$ cat config.mk
export PLATFORM = sky130hd
export DESIGN_NAME = viterbi_traceback_flat
export DESIGN_NICKNAME = d
export VERILOG_FILES = /design/src/rtl/viterbi_pkg.sv /design/src/rtl/viterbi_traceback_if.sv /design/src/rtl/viterbi_traceback_tb_state_update.sv /design/src/rtl/viterbi_traceback.sv /design/src/flat_wrapper.sv
export SDC_FILE = /design/constraint.sdc
export NUM_CORES = 1
export LEC_CHECK = 0
export ABC_AREA = 1
export CAP_MARGIN = 0
export CORE_MARGIN = 3
export CORE_UTILIZATION = 51
export CTS_BUF_LIST = sky130_fd_sc_hd__clkbuf_8
export DETAILED_ROUTE_END_ITERATION = 10
export PLACE_DENSITY = 0.95
export SLEW_MARGIN = 30
export SYNTH_ARGS = -nofsm -noshare
export SYNTH_HDL_FRONTEND = slang
export SYNTH_SLANG_ARGS = --single-unit
$ cat constraint.sdc
create_clock -name clk_i -period 6.9 [get_ports clk_i]
set_clock_uncertainty 0.05 [all_clocks]
set_input_delay 1.38 -clock clk_i [delete_from_list [all_inputs] [get_ports clk_i]]
set_output_delay 1.38 -clock clk_i [all_outputs]
set_load 0.02 [all_outputs]
$ cat src/rtl/viterbi_pkg.sv
// Shared constants and types for the Viterbi survivor-path traceback block.
`timescale 1ns/1ps
package viterbi_pkg;
    localparam int K          = 5;
    localparam int NUM_STATES = 2 ** (K - 1);
    localparam int ADDR_W     = 11;
    localparam int DATA_W     = 24;
    localparam int MAX_FRAME  = 2 ** ADDR_W;

    typedef logic [K-2:0]          tb_state_t;
    typedef logic [ADDR_W-1:0]     addr_t;
    typedef logic [NUM_STATES-1:0] dec_word_t;
    typedef logic [DATA_W-1:0]     data_t;

    // Encoder is tail-terminated into this state, so traceback starts here.
    localparam tb_state_t START_STATE = '0;

    typedef enum logic {
        FILL = 1'b0,
        TB   = 1'b1
    } tb_fsm_t;
endpackage

$ cat src/rtl/viterbi_traceback_if.sv
// Decision stream, survivor SRAM bus and decoded-bit stream of the traceback block.
`timescale 1ns/1ps
interface viterbi_traceback_if;
    import viterbi_pkg::*;

    logic      dec_valid;
    dec_word_t dec_word;
    logic      dec_last;
    logic      dec_ready;

    logic      sram_wr_en;
    logic      sram_rd_en;
    addr_t     sram_addr;
    data_t     sram_wdata;
    data_t     sram_rdata;

    logic      bit_valid;
    logic      dec_bit;
    addr_t     bit_idx;
    logic      frame_done;
    logic      overflow;

    modport slave (
        input  dec_valid, dec_word, dec_last, sram_rdata,
        output dec_ready, sram_wr_en, sram_rd_en, sram_addr, sram_wdata,
               bit_valid, dec_bit, bit_idx, frame_done, overflow
    );

    modport master (
        output dec_valid, dec_word, dec_last, sram_rdata,
        input  dec_ready, sram_wr_en, sram_rd_en, sram_addr, sram_wdata,
               bit_valid, dec_bit, bit_idx, frame_done, overflow
    );
endinterface

$ cat src/rtl/viterbi_traceback_tb_state_update.sv
// One traceback step: predecessor state from the stored survivor decision,
// plus the decoded bit that the predecessor stage carries in its LSB.
`timescale 1ns/1ps
module tb_state_update
    import viterbi_pkg::*;
(
    input  tb_state_t tb_state,
    input  dec_word_t rdata,
    output tb_state_t next_state,
    output logic      dec_bit
);
    assign next_state = {rdata[tb_state], tb_state[K-2:1]};
    assign dec_bit    = next_state[0];
endmodule

$ cat src/rtl/viterbi_traceback.sv
// Survivor-path traceback controller: stores a frame of decisions, then
// traces back from START_STATE emitting one decoded bit per cycle, newest first.
//   state | meaning
//   FILL  | accepting decision words, writing survivor SRAM
//   TB    | reading survivors backwards, emitting decoded bits
`timescale 1ns/1ps
module viterbi_traceback
    import viterbi_pkg::*;
(
    input  logic               clk_i,
    input  logic               rst_i,
    viterbi_traceback_if.slave bus
);
    tb_fsm_t   state, state_nxt;
    addr_t     wr_cnt, rd_addr, addr_hold, bit_idx_q;
    logic      rd_active, wr_en, rd_en, at_max, accept_last;
    logic      bit_valid_q, bit_q, frame_done_q, cur_bit, upd_bit;
    tb_state_t tb_state, upd_state;

    tb_state_update u_update (
        .tb_state   (tb_state),
        .rdata      (bus.sram_rdata[NUM_STATES-1:0]),
        .next_state (upd_state),
        .dec_bit    (upd_bit)
    );

    always_ff @(posedge clk_i or posedge rst_i) begin
        if (rst_i) state <= FILL;
        else       state <= state_nxt;
    end

    always_comb begin
        state_nxt = state;
        case (state)
            FILL:    if (accept_last) state_nxt = TB;
            TB:      if (frame_done_q) state_nxt = FILL;
            default: state_nxt = FILL;
        endcase
    end

    // Write path is combinational from dec_valid; gated by rst_i so reset forces it low at once.
    always_comb begin
        bus.dec_ready = (state == FILL);
        wr_en         = (state == FILL) && bus.dec_valid && !rst_i;
        rd_en         = (state == TB) && rd_active;
        at_max        = (wr_cnt == addr_t'(MAX_FRAME - 1));
        accept_last   = wr_en && (bus.dec_last || at_max);
        bus.overflow  = wr_en && at_max && !bus.dec_last;
        bus.sram_wr_en = wr_en;
        bus.sram_rd_en = rd_en;
        bus.sram_wdata = wr_en ? data_t'(bus.dec_word) : '0;
        if (wr_en)      bus.sram_addr = wr_cnt;
        else if (rd_en) bus.sram_addr = rd_addr;
        else            bus.sram_addr = addr_hold;
        bus.bit_valid  = bit_valid_q;
        bus.dec_bit    = bit_q;
        bus.bit_idx    = bit_idx_q;
        bus.frame_done = frame_done_q;
    end

    // With back-to-back reads the state for the stage being read is the
    // predecessor being resolved this very cycle, whose LSB is already known.
    assign cur_bit = bit_valid_q ? upd_bit : tb_state[0];

    always_ff @(posedge clk_i or posedge rst_i) begin
        if (rst_i) begin
            wr_cnt       <= '0;
            rd_addr      <= '0;
            rd_active    <= 1'b0;
            addr_hold    <= '0;
            tb_state     <= START_STATE;
            bit_valid_q  <= 1'b0;
            bit_q        <= 1'b0;
            bit_idx_q    <= '0;
            frame_done_q <= 1'b0;
        end else begin
            addr_hold <= bus.sram_addr;
            if (wr_en) wr_cnt <= accept_last ? '0 : wr_cnt + 1'b1;
            if (bit_valid_q) tb_state <= upd_state;
            if (accept_last) begin
                rd_addr   <= wr_cnt;
                rd_active <= 1'b1;
                tb_state  <= START_STATE;
            end else if (rd_en) begin
                rd_addr <= rd_addr - 1'b1;
                if (rd_addr == '0) rd_active <= 1'b0;
            end
            bit_valid_q  <= rd_en;
            frame_done_q <= rd_en && (rd_addr == '0);
            if (rd_en) begin
                bit_q     <= cur_bit;
                bit_idx_q <= rd_addr;
            end
        end
    end
endmodule

$ cat src/flat_wrapper.sv
// flat-port wrapper written by rule: the top's interface ports become plain ports
module viterbi_traceback_flat import viterbi_pkg::*;
  (clk_i, rst_i, bus_dec_valid, bus_dec_word, bus_dec_last, bus_sram_rdata, bus_dec_ready, bus_sram_wr_en, bus_sram_rd_en, bus_sram_addr, bus_sram_wdata, bus_bit_valid, bus_dec_bit, bus_bit_idx, bus_frame_done, bus_overflow);
  viterbi_traceback_if bus_i ();
  input  logic clk_i;
  input  logic rst_i;
  input wire logic [$bits(bus_i.dec_valid)-1:0] bus_dec_valid;
  input wire logic [$bits(bus_i.dec_word)-1:0] bus_dec_word;
  input wire logic [$bits(bus_i.dec_last)-1:0] bus_dec_last;
  input wire logic [$bits(bus_i.sram_rdata)-1:0] bus_sram_rdata;
  output wire logic [$bits(bus_i.dec_ready)-1:0] bus_dec_ready;
  output wire logic [$bits(bus_i.sram_wr_en)-1:0] bus_sram_wr_en;
  output wire logic [$bits(bus_i.sram_rd_en)-1:0] bus_sram_rd_en;
  output wire logic [$bits(bus_i.sram_addr)-1:0] bus_sram_addr;
  output wire logic [$bits(bus_i.sram_wdata)-1:0] bus_sram_wdata;
  output wire logic [$bits(bus_i.bit_valid)-1:0] bus_bit_valid;
  output wire logic [$bits(bus_i.dec_bit)-1:0] bus_dec_bit;
  output wire logic [$bits(bus_i.bit_idx)-1:0] bus_bit_idx;
  output wire logic [$bits(bus_i.frame_done)-1:0] bus_frame_done;
  output wire logic [$bits(bus_i.overflow)-1:0] bus_overflow;
  assign bus_i.dec_valid = bus_dec_valid;
  assign bus_i.dec_word = bus_dec_word;
  assign bus_i.dec_last = bus_dec_last;
  assign bus_i.sram_rdata = bus_sram_rdata;
  assign bus_dec_ready = bus_i.dec_ready;
  assign bus_sram_wr_en = bus_i.sram_wr_en;
  assign bus_sram_rd_en = bus_i.sram_rd_en;
  assign bus_sram_addr = bus_i.sram_addr;
  assign bus_sram_wdata = bus_i.sram_wdata;
  assign bus_bit_valid = bus_i.bit_valid;
  assign bus_dec_bit = bus_i.dec_bit;
  assign bus_bit_idx = bus_i.bit_idx;
  assign bus_frame_done = bus_i.frame_done;
  assign bus_overflow = bus_i.overflow;
  viterbi_traceback u_core (.clk_i(clk_i), .rst_i(rst_i), .bus(bus_i));
endmodule
# After elaboration in Yosys (flattened, before gate mapping)
# Cells that the tools add are included.
totals:
  register_bits: 53
  inputBits: 44
  out_inout_bits: 53
classes:
  addsub: 2
  magnitude_cmp: 1
  eq_ne: 1
  muxes: 17
  bitwise_logic: 1
  n_reduce_logical: 15
ops:
  columns: ["op", "count"]
  rows:
  - ["11-bit 2-to-1 mux", 5]
  - ["16-bit 2-to-1 mux", 1]
  - ["11-bit by 1-bit adder with 11-bit output (second input constant)", 1]
  - ["11-bit equality test (second input constant)", 1]
  - ["11-bit logical NOT", 1]
  - ["11-bit by 1-bit subtractor with 11-bit output (second input constant)", 1]
  - ["4-bit 2-to-1 mux", 2]
  - ["1-bit logical AND", 7]
  - ["1-bit 2-to-1 mux", 7]
  - ["2-bit nonzero test", 3]
  - ["4-bit by 5-bit less-than comparator with 1-bit output (second input constant)", 1]
  - ["1-bit binary-select mux with 4-bit select", 1]
  - ["1-bit logical NOT", 2]
  - ["1-bit one-hot mux with 2 select lines", 1]
  - ["2-bit AND reduction", 1]
  - ["1-bit logical OR", 1]
  - ["1-bit inverter", 1]

# Depth between registers and ports, before layout
logic_depth:
  depth_word: 6
  ltp_mapped: 10
  depth_no_buf: 9

# By module
# From an unflattened synthesis, not the netlist that was laid out.
unflattened:
  cells_unflattened: 404
  hier_area_um2: 2994.1
modules_own_cells:
  columns: ["mod", "instances", "cells_per_inst", "area_per_inst_um2", "seq_area_each_um2"]
  rows:
  - ["viterbi_traceback", 1, 350, 2733.9, 1326.3]
  - ["tb_state_update", 1, 54, 260.2, 0.0]

# Worst setup path after synthesis
# Ideal clock, no wire load.
synth_path:
  path_kind: "input to output"
  start: "input rst_i"
  end: "output bus_sram_addr[0]"
  t_arrival_ns: 3.617
  setup_slack_ns: 1.853
  path_stages: 4
  n_path_buf: 1
  path_cell_list: "inv_1 > nand3_2 > clkbuf_1 > o21ai_0"
synth_between:
  elab_chain_len: 3
synth_rtl:
  columns: ["element", "line_no", "text"]
  rows:
  - ["from (decl)", "flat_wrapper.sv:6", "input logic rst_i;"]
  - ["1-bit logical NOT (no source line)", null, null]
  - ["1-bit logical AND", "viterbi_traceback.sv:44", "wr_en = (state == FILL) && bus.dec_valid && !rst_i;"]
  - ["11-bit 2-to-1 mux", "viterbi_traceback.sv:52", "if (wr_en) bus.sram_addr = wr_cnt;"]
  - ["to (decl)", "flat_wrapper.sv:14", "output wire logic [$bits(bus_i.sram_addr)-1:0] bus_sram_addr;"]
# No other way between the ends.

# Worst setup path in the final report
layout_path:
  start: "input bus_dec_valid"
  end: "output bus_overflow"
layout_between:
  elab_chain_len: 4
layout_rtl:
  columns: ["element", "line_no", "text"]
  rows:
  - ["from (decl)", "flat_wrapper.sv:7", "input wire logic [$bits(bus_i.dec_valid)-1:0] bus_dec_valid;"]
  - ["1-bit logical AND (2 in series)", "viterbi_traceback.sv:44", null]
  - ["1-bit logical AND (2 in series)", "viterbi_traceback.sv:48", "bus.overflow = wr_en && at_max && !bus.dec_last;"]
  - ["to (decl)", "flat_wrapper.sv:20", "output wire logic [$bits(bus_i.overflow)-1:0] bus_overflow;"]
# No other way between the ends.

==> flow_summary.toml <==
[sta]
fin_crit_ns = 5.00
rsz0062_at_grt = "no"
finalSetupTns_ns = 0
setup_violations = 0
slew_violations = 0
hold_viol_final = 0
worstMarginPinSlew_ns = 0.655
max_freq_mhz = 200
fin_ws_ns = 1.90
whs_ns = 0.424
final.period_utilization_pct = 72.5
relSlewSlack_pct = 56.3

[logic_synthesis]
synth_top_area_share_pct = 44.8
async_flop_share_pct = 100
synthSimpleGateAreaFrac_pct = 36.5
synth_compound_area_share_pct = 5.20
synth_area_per_cell_um2 = 7.31
ys.flop_type = "dfrtp_1"
yosysWarningCount = 0
ys_ff_latch = 53
synth_xor_area_share_pct = 0.888
yosys.area_share.adder_pct = 0.845
muxShareOfSynthArea_pct = 0
syn_inst = 405
synthesis.area_mm2 = 0.00296
synth.distinct_cells = 28
synth_edf_count = 0
ys_seq_area_share_pct = 44.8
synth_top_cell_by_area = "dfrtp_1"
yosys-top-cells-area = "dfrtp_1 45%, nand2_1 15%, nor2_1 7.2%, nand3_1 6.8%, inv_1 6.2%"
synth_top_family_by_area = "simple AND/OR/NAND/NOR gates"
synthTopCellsByCount = "120 x nand2_1, 57 x nor2_1, 53 x dfrtp_1"
yosysMostFrequentCell = "nand2_1"

[routing]
wl_mm = 7.75
wl_per_cell_um = 14.1
top_layer = "met4"
ant_nets = 0
drt_iter0_drc = 355
wl_met1_mm = 3.10
viasPerCell = 5.31
dr_total_vias = 2927
route.detailed.drc = 0
route.met3.wl_um = 552
first_pass_iters = 6
wl_met2_mm = 3.91

[grt]
grtUsageTotal_pct = 23.9
grt-ovfl-total = 0
grt_max_degree = 54
grt_pass1_wl_mm = 12.5
grt_pass1_vias = 2678
antenna_found_initial = 0

[clock_tree]
clock_tree.root_cell = "clkbuf_8"
clock_sinks = 53
cts_inserted_buffers = 5
cts_resized = 0
cts_buffer_depth = 2
clock_latency_ns = 0.31
cts_max_level = 2
postCtsSetupBuffers = 0
cts_hold_buf = 0
clk_pin_slew_worst_paths_ns = 0.09
cts_tree = "built"

[final_layout]
drive_above_1_share_pct = 6.05
fillers = 433
regArea_mm2 = 0.00133
multi_input_area_mm2 = 0.00132
utilization_pct = 69.3
area_growth_pct = 30.5
diodes = 0
nets = 524

[power]
switchingPower_mw = 0.191
p_per_area_mw_per_mm2 = 178
combinationalPowerShare_pct = 18.5
p_seq_share_pct = 49.9
p_total_mw = 0.687
power_leakage_nw = 1.84
p_int_mw = 0.496
ir_drop_mv = 0.114
p_clk_share_pct = 31.6
swShare_pct = 27.8

[floorplanning]
die_h_um = 82.2
io_pins = 97
start_util_pct = 53.1
core_mm2 = 0.00557
row_count = 27
dieArea_mm2 = 0.00675
die_w_um = 82.2

[setup_path]
worst-path-max-fanout = 43
end_kind = "primary output"
crit_path_start_kind = "input pin"
crit_type = "in -> out"
cp.required_ns = 5.47
arrival_ns = 3.57

[run_status]
status = "finished clean"

[placement]
place_congestion = 0.922
dp_hpwl_mm = 5.37
place_ws_ns = 1.93
port_buffers = 80

[run]
max-cap-violations = 0

[min_path]
hold_class = "reg -> reg"
placed cells by master, fill, tap and decap left out, drive strengths merged:
cell           synthesis  final
ha                     2      2
clkdlybuf4s50          0     80
nand4                  6      6
conb                   1      8
dfrtp                 53     53
a31oi                 10     10
buf                   20      3
clkinv                 1      1
nand3                 50     50
inv                   50     51
o21bai                 1      1
nor2                  58     58
nor3                   5      5
xor2                   1      1
bufinv                 0      1
a21oi                  5      5
clkbuf                 4      6
nand2                125    125
xnor2                  2      2
o21ai                 11     11
stage by stage:
step / area, µm² / std cells
6_report: 3860 / 551
5_1_grt: 3860 / 551
4_1_cts: 3860 / 551
3_5_place_dp: 3750 / 543
3_3_place_gp: 3750 / 543
2_1_floorplan: 2990 / 412
routing by layer:
| layer | vias up | global-route usage [%] |
|---|---|---|
| met4 | 0 | 7.31 |
| met2 | 148 | 38.6 |
| met3 | 25 | 3.80 |
| li1 | 1398 | - |
| met1 | 1356 | 33.1 |
| met5 | - | 0 |
path summary, 6_finish.rpt:
check | startpoint | cells after the start | endpoint | slack (ns)
hold / removal | u_core.bus.frame_done | 1 | u_core.state | 0.42
setup reg to reg | u_core.state | 7 | u_core.addr_hold[0] | 4.70
min in group asynchronous | rst_i | 3 | u_core.rd_active | 1.55
max in group asynchronous | rst_i | 3 | u_core.bus.bit_idx[4] | 4.82
setup / recovery | bus_dec_valid | 7 | bus_overflow | 1.90
hold reg to reg | u_core.bus.frame_done | 1 | u_core.state | 0.42
registers in the layout (all words and copies together), names as in the netlist:
signal / count
u_core.addr_hold: 11
u_core.bus.bit_idx: 11
u_core.rd_addr: 11
u_core.wr_cnt: 11
u_core.tb_state: 4
u_core.bus.bit_valid: 1
u_core.bus.dec_bit: 1
u_core.bus.frame_done: 1
u_core.rd_active: 1
u_core.state: 1
kinds of logic (layout without fill, tap and decap cells):
| kind of cell | after synthesis | after routing |
|---|---|---|
| and+or+nand+nor | 244 | 244 |
| buffers and inverters | 75 | 142 |
| DFF | 53 | 53 |
| AOI/OAI and AO/OA | 27 | 27 |
| xor gates and xnor gates | 3 | 3 |
| adders and majority gates | 2 | 2 |
| other | 1 | 8 |
power groups by stage:
stage	Clock, mW	Sequential [mW]	Combinational (mW)
3_5_place_dp	0	0.349	0.126
3_3_place_gp	0	0.348	0.117
2_1_floorplan	0	0.344	0.0870
4_1_cts	0.218	0.343	0.127
5_1_grt	0.232	0.346	0.142
6_report	0.217	0.343	0.127
worst max-delay path, stage by stage:
cell,delay [ns]
clkdlybuf4s50_1,0.48
nand3_2,0.07
buf_4,0.26
inv_1,0.37
nand3_1,0.19
nor3_1,0.18
clkdlybuf4s50_1,0.63
layout make-up:
cell class / count / area share (%)
flip-flops and latches: 53 / 34.3
repair buffers: 83 / 21.3
clock buffers: 6 / 2.14
inverters: 51 / 4.96
multi-input cells: 284 / 34.0
well taps: 72 / 2.33
clock inverters: 2 / 0.875
(Power assumes the default switching activity.)
